<file path="config.mk">
export PLATFORM = sky130hd
export DESIGN_NAME = text_render_pipe
export DESIGN_NICKNAME = d
export VERILOG_FILES = /design/src/rtl/text_render_pipe.sv
export SDC_FILE = /design/constraint.sdc
export NUM_CORES = 1
export LEC_CHECK = 0
export BUFFER_PORTS_ARGS = -buffer_cell sky130_fd_sc_hd__buf_2
export CAP_MARGIN = 20
export CORE_ASPECT_RATIO = 1.25
export CORE_MARGIN = 4
export CORE_UTILIZATION = 50
export CTS_BUF_LIST = sky130_fd_sc_hd__clkbuf_8
export DETAILED_ROUTE_END_ITERATION = 7
export PLACE_DENSITY = 0.82
export SYNTH_ARGS = -nofsm -noshare
export SYNTH_HDL_FRONTEND = slang
export SYNTH_SLANG_ARGS = --single-unit
</file>
<file path="constraint.sdc">
create_clock -name clk -period 2.1 [get_ports clk]
set_input_delay 0.21 -clock clk [delete_from_list [all_inputs] [get_ports clk]]
set_output_delay 0.21 -clock clk [all_outputs]
set_load 0.05 [all_outputs]
</file>
<file path="src/rtl/text_render_pipe.sv">
// Pipelined text-mode pixel generator: VGA position -> VRAM word -> font row -> RGB444.
// Three register stages; sync/blank outputs are delayed to line up with the pixel data.
module text_render_pipe #(
    parameter int COLS         = 80,
    parameter int ROWS         = 30,
    parameter int VRAM_AW      = 10,
    parameter int BLINK_FRAMES = 30,
    parameter int H_ACTIVE     = 640,
    parameter int V_ACTIVE     = 480
) (
    input  logic               clk,
    input  logic               reset,
    input  logic [9:0]         draw_x,
    input  logic [9:0]         draw_y,
    input  logic               vde_in,
    input  logic               hsync_in,
    input  logic               vsync_in,
    output logic [VRAM_AW-1:0] vram_addr,
    input  logic [31:0]        vram_data,
    output logic [10:0]        font_addr,
    input  logic [7:0]         font_data,
    input  logic [11:0]        fg_color,
    input  logic [11:0]        bg_color,
    input  logic               cursor_en,
    input  logic [6:0]         cursor_col,
    input  logic [4:0]         cursor_row,
    output logic [3:0]         red,
    output logic [3:0]         green,
    output logic [3:0]         blue,
    output logic               hsync_out,
    output logic               vsync_out,
    output logic               vde_out
);

    localparam int IDX_W = VRAM_AW + 2;
    localparam int FC_W  = (BLINK_FRAMES > 1) ? $clog2(BLINK_FRAMES) : 1;
    localparam logic [FC_W-1:0] FC_LAST = FC_W'(BLINK_FRAMES - 1);

    function automatic logic pixel_on(input logic [7:0] row_bits, input logic [2:0] x_off,
                                      input logic inv, input logic cursor_vis);
        pixel_on = row_bits[3'd7 - x_off] ^ inv ^ cursor_vis;
    endfunction

    function automatic logic [11:0] pick_color(input logic on, input logic visible,
                                               input logic [11:0] fg, input logic [11:0] bg);
        if (!visible)
            pick_color = 12'h000;
        else
            pick_color = on ? fg : bg;
    endfunction

    // Stage 0: character-cell address generation
    logic [6:0]       col_s;
    logic [5:0]       row_s;
    logic [IDX_W-1:0] idx_s;
    logic             in_range_s;
    logic             cursor_hit_s;
    logic [VRAM_AW-1:0] vram_addr_d, vram_addr_q;
    logic [1:0]       byte_sel_p0_q;
    logic [3:0]       y_off_p0_q;
    logic [2:0]       x_off_p0_q;
    logic             in_range_p0_q;
    logic             hit_p0_q;

    always_comb begin
        col_s        = draw_x[9:3];
        row_s        = draw_y[9:4];
        idx_s        = IDX_W'(int'(row_s) * COLS + int'(col_s));
        in_range_s   = (int'(draw_x) < H_ACTIVE) && (int'(draw_y) < V_ACTIVE);
        cursor_hit_s = cursor_en && (col_s == cursor_col) && (row_s == {1'b0, cursor_row});
        vram_addr_d  = in_range_s ? idx_s[IDX_W-1:2] : '0;
    end

    always_ff @(posedge clk or posedge reset) begin
        if (reset) begin
            vram_addr_q   <= '0;
            byte_sel_p0_q <= '0;
            y_off_p0_q    <= '0;
            x_off_p0_q    <= '0;
            in_range_p0_q <= 1'b0;
            hit_p0_q      <= 1'b0;
        end else begin
            vram_addr_q   <= vram_addr_d;
            byte_sel_p0_q <= idx_s[1:0];
            y_off_p0_q    <= draw_y[3:0];
            x_off_p0_q    <= draw_x[2:0];
            in_range_p0_q <= in_range_s;
            hit_p0_q      <= cursor_hit_s;
        end
    end

    // Stage 1: glyph byte select and font row addressing
    logic [7:0]  code_s;
    logic [10:0] font_addr_d, font_addr_q;
    logic        inv_p1_q;
    logic [2:0]  x_off_p1_q;
    logic        in_range_p1_q;
    logic        hit_p1_q;

    always_comb begin
        code_s      = 8'(vram_data >> {byte_sel_p0_q, 3'b000});
        font_addr_d = in_range_p0_q ? {code_s[6:0], y_off_p0_q} : '0;
    end

    always_ff @(posedge clk or posedge reset) begin
        if (reset) begin
            font_addr_q   <= '0;
            inv_p1_q      <= 1'b0;
            x_off_p1_q    <= '0;
            in_range_p1_q <= 1'b0;
            hit_p1_q      <= 1'b0;
        end else begin
            font_addr_q   <= font_addr_d;
            inv_p1_q      <= code_s[7];
            x_off_p1_q    <= x_off_p0_q;
            in_range_p1_q <= in_range_p0_q;
            hit_p1_q      <= hit_p0_q;
        end
    end

    // Sync shift register, bit order {hsync, vsync, vde}
    logic [2:0] sync_p0_q, sync_p1_q, sync_p2_q;

    always_ff @(posedge clk or posedge reset) begin
        if (reset) begin
            sync_p0_q <= '0;
            sync_p1_q <= '0;
            sync_p2_q <= '0;
        end else begin
            sync_p0_q <= {hsync_in, vsync_in, vde_in};
            sync_p1_q <= sync_p0_q;
            sync_p2_q <= sync_p1_q;
        end
    end

    // Blink timer: sync_p0_q[1] is the registered vsync, sync_p1_q[1] its previous value
    logic            frame_tick_s;
    logic [FC_W-1:0] frame_cnt_d, frame_cnt_q;
    logic            blink_phase_d, blink_phase_q;

    always_comb begin
        frame_tick_s  = sync_p0_q[1] & ~sync_p1_q[1];
        frame_cnt_d   = frame_cnt_q;
        blink_phase_d = blink_phase_q;
        if (frame_tick_s) begin
            if (frame_cnt_q == FC_LAST) begin
                frame_cnt_d   = '0;
                blink_phase_d = ~blink_phase_q;
            end else begin
                frame_cnt_d = frame_cnt_q + 1'b1;
            end
        end
    end

    always_ff @(posedge clk or posedge reset) begin
        if (reset) begin
            frame_cnt_q   <= '0;
            blink_phase_q <= 1'b1;
        end else begin
            frame_cnt_q   <= frame_cnt_d;
            blink_phase_q <= blink_phase_d;
        end
    end

    // Stage 2: pixel decision and colour output
    logic        on_s;
    logic [11:0] rgb_d, rgb_q;

    always_comb begin
        on_s  = pixel_on(font_data, x_off_p1_q, inv_p1_q, hit_p1_q & blink_phase_q);
        rgb_d = pick_color(on_s, in_range_p1_q & sync_p1_q[0], fg_color, bg_color);
    end

    always_ff @(posedge clk or posedge reset) begin
        if (reset)
            rgb_q <= '0;
        else
            rgb_q <= rgb_d;
    end

    assign vram_addr = vram_addr_q;
    assign font_addr = font_addr_q;
    assign red       = rgb_q[11:8];
    assign green     = rgb_q[7:4];
    assign blue      = rgb_q[3:0];
    assign hsync_out = sync_p2_q[2];
    assign vsync_out = sync_p2_q[1];
    assign vde_out   = sync_p2_q[0];

endmodule

</file>
==> results.md, run 1 <==
STA:
- The maximum clock frequency is 0.497 GHz.
- The number of hold violations in the final report came to 0.
- Setup repair after global routing left no endpoint under its margin.
- The ratio of final minimum period to clock period is 0.959.
- The post-layout minimum cycle time is 2.01 ns.
- The worst pin sits at a relative slew slack of 0.551.
- Across the routed clock network, the largest skew measured is 0.00629 ns.
- At the pin with the least slew margin, the transition time is 0.674 ns.
- The final-report max-slew violation count is 0.
- The count of final setup violators is 0.
- Hold is met by 0.120 ns.
- Setup slack closes at 0.0866 ns.

CTS:
- TritonCTS built the clock tree.
- The clock latency on the worst-skew pair is 0.33 ns.
- The maximum clock path buffer count is 2.
- The total CTS buffers is 9.
- The clock transition at the register clock pins on the worst setup and hold paths after CTS is 0.07 ns.
- For this design, the sink count on the clock tree is 65.
- The maximum level of the CTS H-tree is 3.
- Clock tree synthesis selected as its root buffer the cell clkbuf_8.
- The post-CTS setup buffer count is 0.

Routing:
- The number of DRC violations after detailed routing is 0.
- The number of detailed-routing iterations run before antenna repair is 4.
- In this run, the number of DRC markers left after iteration 0 of detailed routing was 62.
- For this block, the routed nets add up to 8.33 mm of wire.
- The post-route antenna net violation count is 0.
- In the routed layout, each cell is associated on average with a via count of 5.42.
- The routed layout has 2888 vias.
- The wire length per cell after detailed routing is 15.6 um.

Global route:
- The first global-routing pass estimated 13.2 mm of wire.
- The number of antenna violations at the first check in global routing is 0.
- The via count of the first global-routing pass is 2909.
- The global-route congestion overflow total is 0.
- Entering global routing, the biggest net connects 49 pins.
- The overall global routing resource usage is 0.210.

Floorplan:
- The number of top-level pins is 138.
- The die is 100 um tall.
- In this run the horizontal extent of the chip is 81.7 um.
- The initial cell density of the core is 0.517.
- The total number of placement rows is 33.
- The die outline area is 8190 sq um.
- The core region area is 6570 sq um.

Synth:
- Of the post-synthesis cell area, the dominant cell type holds 0.471.
- The share of the Yosys chip area taken by registers is 0.479.
- The number of instances in the synthesized netlist is 287.
- The post-synthesis cell type count is 41.
- The synthesized design contains 0 enable-type register cells.
- Yosys attributes the largest share of cell area to dfrtp_1 47%, nand4_1 7.4%, mux4_2 5.3%, ha_1 4.8%, nand4b_1 3.4%.
- Each instance of the synthesized netlist takes up on average 11.8 sq um.
- The primary flip-flop cell chosen by synthesis mapping is dfrtp_1.
- The number of nets handed over by synthesis was 404.
- The number of flip-flops and latches in the synthesized netlist is 65.
- For this run, the number of Yosys warnings is 0.
- Counting flops with an async set or reset pin after synthesis yields a share of 1.00.
- The synthesized netlist occupies a cell area of 3400 sq um.
- Summed over all instances, the cell type with the most area after synthesis is dfrtp_1.

Power and ir drop:
- The worst vdd rail ir drop is 0.366 mV.
- The power per standard cell area is 723 nW/um^2.
- For this design the static power due to leakage is 2.29 nW.

Layout:
- The most common cell after layout, fill and taps aside is buf_2.
- At the end of the flow, the number of nets in the layout was 559.
- The layout cell share with drive strength beyond 1 is 0.437.
- The area growth from synthesis to layout is 33.3%.
- The antenna cell count is 0.
- In the layout the commonest cells are 137 x buf_2, 64 x dfrtp_1, 40 x nand4_1, 16 x and2_1, 14 x buf_4.

Placement:
- The port buffer count is 137.
- The worst slack at placement is -0.0929 ns.
- Routability-driven placement finished with a final weighted congestion of 0.808.
- The half-perimeter wire length after detailed placement is 6.44 mm.

Worst setup path:
- The startpoint identified for the worst register-to-register timing path is x_off_p1_q[0].
- The worst reg2reg path depth is 4.
- The critical path is of the register to register type.
- The worst register-to-register path has a setup slack of 0.09 ns.
- STA classifies the critical path endpoint as a register.
- For the worst setup path, the data required time is 2.30 ns.
- STA classifies the critical path startpoint as a register.
- Counting stages on the worst path, the most repeated cell is mux2_2.
- The slowest cell on the critical path is mux4_1.
- For this run, the slowest stage of the critical path takes 0.56 ns.
- The endpoint identified for the worst register-to-register timing path is rgb_q[11].
- The top fanout value on the critical path is 36.
- The signal on the critical path passes through mux4_1, mux2_2, mux2_2, nand3_1.
- The worst endpoint data arrival time is 2.21 ns.

Min path:
- The startpoint identified for the worst hold timing path is draw_x[5].
- The min-delay analysis places its worst path in the category input port to register.
- The endpoint of the worst hold-timing path is vram_addr[0].
- The hold-critical path depth is 2.

Run:
- The number of max-capacitance violations reported is 0.

Run status:
- The run finished with clean final reports.
cells in the mapped netlist, drive strengths merged (2+ instances only):
master and instances:
nor2b 3, a21o 2, mux4 10, nand3b 3
buf 3, nor2 8, fa 2, mux2 14
ha 13, dfrtp 64, a21oi 2, xor2 4
nand4b 13, nand2b 2, nor3 4, inv 11
and3 2, nand3 13, xnor2 13, o21ai 10
or3 2, clkbuf 17, nand2 5, nand4 40
and2 16
metal layers:
| layer | vias to the layer above | GRT usage | share of wire | wire length, um |
|---|---|---|---|---|
| met5 | - | 0 | 0 | 0 |
| met4 | 0 | 0.0857 | 0.021 | 179 |
| met3 | 15 | 0.0539 | 0.080 | 663 |
| met2 | 125 | 0.375 | 0.54 | 4500 |
| met1 | 1380 | 0.233 | 0.36 | 2990 |
| li1 | 1368 | - | - | - |
sequential cells by signal, summed over array words and instances, names as in the netlist:
signal and cells:
rgb_q 12, font_addr 11, vram_addr 10, frame_cnt_q 5
y_off_p0_q 4, sync_p0_q 3, sync_p1_q 3, sync_p2_q 3
x_off_p0_q 3, x_off_p1_q 3, byte_sel_p0_q 2, blink_phase_q 1
hit_p0_q 1, hit_p1_q 1, in_range_p0_q 1, in_range_p1_q 1
inv_p1_q 1
layout make-up:
cell class / instances / area [sq um]
Sequential cell: 65 / 1630
Inverter: 11 / 41.3
Clock inverter: 4 / 45.0
Multi-Input combinational cell: 191 / 1630
Tap cell: 87 / 109
Timing Repair Buffer: 164 / 921
Clock buffer: 11 / 151
Fill cell: 506 / 2040
through the flow:
stage	TNS (ns)	std cells	power (mW)	utilization	area (sq um)
after global routing	0	533	3.45	0.690	4530
after floorplan	0	287	1.98	-	3400
after CTS	0	533	3.31	0.690	4530
after global placement	-0.0425	505	2.21	0.640	4200
after detailed placement	-0.154	505	2.24	0.640	4200
final	0	533	3.28	0.690	4530
repair_timing:
item,in CTS,in global routing
resized for setup,0,0
hold buffers,13,0
endpoints found under the hold margin,35,0
how the worst max path moves through the flow:
stage	start	to	slack, ns	cells past startpoint
floorplan	draw_y[5]	vram_addr[9]	0.06	8
global placement	draw_y[7]	vram_addr[9]	-0.04	9
detailed placement	draw_y[7]	vram_addr[9]	-0.09	9
CTS	x_off_p1_q[0]	rgb_q[11]	0.07	4
global route	x_off_p1_q[0]	rgb_q[0]	0.02	4
finish	x_off_p1_q[0]	rgb_q[11]	0.09	4
power by group:
part           total (mW)  internal, mW  switching (mW)
logic               0.808         0.340           0.468
clock network        1.04         0.598           0.443
registers            1.43          1.36          0.0681
kinds of logic after synthesis:
logic type / synth area share
mux: 0.120
compound gates: 0.0346
fa+ha+maj: 0.0597
buf+inv: 0.0401
flops: 0.479
simple gates: 0.215
xor+xnor: 0.0508
critical path: cells and delay by family, from the launching register on:
family | cells | cell delay (ns)
AND/OR/NAND/NOR | 1 | 0.10
flip-flops | 1 | 0.37
multiplexers | 3 | 1.42
(Power assumes the default switching activity.)
==> run 2, diff against run 1 <==
--- a/config.mk
+++ b/config.mk
@@ -7,7 +7,6 @@
 export LEC_CHECK = 0
 export BUFFER_PORTS_ARGS = -buffer_cell sky130_fd_sc_hd__buf_2
 export CAP_MARGIN = 20
-export CORE_ASPECT_RATIO = 1.25
 export CORE_MARGIN = 4
 export CORE_UTILIZATION = 50
 export CTS_BUF_LIST = sky130_fd_sc_hd__clkbuf_8
==> run 2 against run 1 <==
Non-clock buffer count fell by 5. Combinational power shrank 1%. Die area fell by 0.10%. Sequential power is essentially flat. Fmax rose by 0.95%. Wire length is 1.9% lower. Cell count fell by 2.8%. Sequential share of layout area grew 0.31 points. Critical path type unchanged. Critical endpoint is now rgb_q[8]. Largest power group unchanged. Highest routed layer unchanged.
==> results.md, run 2 (synthesis results as in run 1) <==
STA:
- The relative slew slack is 0.506 (was 0.551).
- The final worst hold slack is 0.115 ns (was 0.120 ns).
- The post-layout minimum cycle time is 1.99 ns (was 2.01 ns).
- The count of final setup violators is 0 (unchanged).
- The transition time at the pin with the least slew margin is 0.739 ns (was 0.674 ns).
- The final-report max-slew violation count is 0 (unchanged).
- The ratio of final minimum period to clock period is 0.950 (was 0.959).
- The number of hold violations in the final report came to 0 (unchanged).
- The accumulated negative setup slack was 0 ns (unchanged).
- Setup repair after global routing missed its margin: no (unchanged).
- The maximum clock frequency is 0.501 GHz (was 0.497 GHz).
- The worst clock skew was 0.0101 ns (was 0.00629 ns).

Min path:
- The path class of the lowest-slack min-delay path is input port to register (unchanged).
- The hold-critical path depth was 2 (unchanged).

Power and ir drop:
- The share of power burned in combinational logic came to 0.246 (was 0.247).
- The total internal power is 2.29 mW (was 2.30 mW).
- The relative contribution of the clock network to total power came to 0.317 (was 0.318).
- The leakage power of the design came to 2.27 nW (was 2.29 nW).
- The reported net switching power is 0.967 mW (was 0.980 mW).
- The worst vdd rail ir drop was 0.391 mV (was 0.366 mV).
- The power per standard cell area came to 725 nW/um^2 (was 723 nW/um^2).
- The switching power as a share of total power is 0.297 (was 0.299).
- The sequential share of power came to 0.438 (was 0.435).

Routing:
- The highest signal layer in the routed design is met4 (unchanged).
- The post-route antenna net violation count came to 0 (unchanged).
- The final wirelength is 8.17 mm (was 8.33 mm).
- The number of violations reported at the end of detailed-routing iteration 0 is 142 (was 62).
- The total length of routed met3 wires is 559 um (was 663 um).
- The post-route met1 wirelength came to 3.32 mm (was 2.99 mm).
- The via count normalized by instance count was 5.45 (was 5.42).
- The total via count after detailed routing was 2822 (was 2888).
- The wire length per cell after detailed routing is 15.8 um (was 15.6 um).
- The routed wire length on met2 is 4.15 mm (was 4.50 mm).
- The number of DRC violations after detailed routing is 0 (unchanged).
- The number of detailed-routing iterations run before antenna repair is 4 (unchanged).

Global route:
- The overall global routing resource usage is 0.207 (was 0.210).
- The pin count of the biggest net entering global routing is 66 (was 49).
- The via count of the first global-routing pass came to 2899 (was 2909).
- The global-route wire length before repair was 13.6 mm (was 13.2 mm).
- The global-route congestion overflow total is 0 (unchanged).
- The number of antenna violations at the first check in global routing was 0 (unchanged).

Layout:
- The antenna cell count was 0 (unchanged).
- The final core area utilization was 0.695 (was 0.690).
- The final instance area is 4490 sq um (was 4530 sq um).
- The synthesis-to-finish area growth is 32.2% (was 33.3%).
- The flip-flop count of the largest register, all copies and words added is 12 (unchanged).
- The area of the multi-input gates was 1630 sq um (unchanged).
- The area occupied by registers came to 1630 sq um (unchanged).
- The most common cell after layout, fill and taps aside was buf_2 (unchanged).
- The number of fill cells in the layout came to 485 (was 506).
- The count of nets after finishing is 554 (was 559).
- The register with the most flip-flops was rgb_q (unchanged).
- Commonest non-fill, non-tap cells in the layout: 137 x buf_2, 64 x dfrtp_1, 40 x nand4_1, 16 x and2_1 (was 137 x buf_2, 64 x dfrtp_1, 40 x nand4_1, 16 x and2_1, 14 x buf_4).
- The layout cell share with drive strength beyond 1 is 0.433 (was 0.437).

CTS:
- The maximum clock path buffer count came to 2 (unchanged).
- The maximum level of the CTS H-tree is 3 (unchanged).
- The clock tree from TritonCTS is built (unchanged).
- The clock net sink count came to 65 (unchanged).
- The post-CTS setup buffer count came to 0 (unchanged).
- The clock transition at the register clock pins on the worst setup and hold paths after CTS was 0.07 ns (about the same).
- The cell at the root of the clock tree is clkbuf_8 (unchanged).
- The clock latency on the worst-skew pair is 0.33 ns (about the same).
- The total CTS buffers is 9 (unchanged).

Run status:
- Outcome: completed (unchanged).

Floorplan:
- The die outline area is 8180 sq um (was 8190 sq um).
- The initial cell density of the core was 0.526 (was 0.517).
- The y dimension of the die is 90.4 um (was 100 um).
- The number of top-level pins is 138 (unchanged).
- The core region area is 6460 sq um (was 6570 sq um).
- The horizontal die dimension came to 90.4 um (was 81.7 um).
- The total number of placement rows is 29 (was 33).

Worst setup path:
- The type of destination of the critical path is a register (unchanged).
- The kind of launch point of the worst setup path is a register (unchanged).
- The worst endpoint data arrival time is 2.26 ns (was 2.21 ns).
- The type of the setup path with the least slack is register to register (unchanged).
- The worst reg2reg path depth came to 4 (unchanged).
- The top fanout value on the critical path is 36 (unchanged).
- The required time reported for the critical path endpoint came to 2.37 ns (was 2.30 ns).

Run:
- The number of max-capacitance violations reported is 0 (unchanged).

Placement:
- The final RePlAce weighted congestion was 0.831 (was 0.808).
- The port buffer count is 137 (unchanged).
- The half-perimeter wire length after detailed placement is 6.08 mm (was 6.44 mm).
- The placement-stage cell area is 4160 sq um (was 4200 sq um).
## run 2: cell types whose count changed in the layout (fill, tap and decap cells not counted), sizes merged
cell,delta
clkinv,+2
buf,-5
clkinvlp,-1
inv,-1
## run 2: worst max-delay path, stage by stage (launching register included)
cell	delay (ns)
dfrtp_1	0.37
mux4_1	0.57
mux2_2	0.53
mux2_4	0.39
nand3_2	0.07
## run 2: per-layer routing
layer / vias up / GRT usage
li1: 1358 / -
met1: 1339 / 0.245
met2: 114 / 0.352
met3: 11 / 0.0558
met4: 0 / 0.0893
met5: - / 0
## run 2: through the flow
stage | total power, mW | std cells | setup WS [ns]
after floorplan | 1.98 | 287 | 0.0624
after global placement | 2.20 | 490 | -0.0447
after detailed placement | 2.23 | 490 | -0.0870
after CTS | 3.30 | 518 | 0.102
after global routing | 3.43 | 518 | 0.0238
final | 3.26 | 518 | 0.106
## run 2: worst paths after layout
path                                  to           from  slack [ns]
setup reg to reg                rgb_q[8]  x_off_p1_q[0]        0.11
max in group asynchronous  blink_phase_q          reset        1.28
hold reg to reg             sync_p1_q[0]   sync_p0_q[0]        0.35
min in group asynchronous   vram_addr[8]          reset        0.49
hold / removal              vram_addr[1]      draw_x[6]        0.12
setup / recovery                rgb_q[8]  x_off_p1_q[0]        0.11
## run 2: final cells by class
class,instances,share of cell area
clock buffers,11,0.0337
multi-input cells,191,0.364
flip-flops and latches,65,0.363
inverters,11,0.00920
clock inverters,4,0.00975
repair buffers,159,0.200
well taps,77,0.0215
## run 2: timing repair
item	4_1_cts	5_1_grt
hold buffers	13	0
resized for setup	0	0
endpoints found under the hold margin	76	0
## run 2: power groups by stage
stage / clock, mW / sequential, mW / combinational, mW
2_1_floorplan: 0 / 1.60 / 0.381
3_3_place_gp: 0 / 1.44 / 0.752
3_5_place_dp: 0 / 1.45 / 0.782
4_1_cts: 1.07 / 1.43 / 0.803
5_1_grt: 1.12 / 1.44 / 0.869
6_report: 1.03 / 1.43 / 0.800
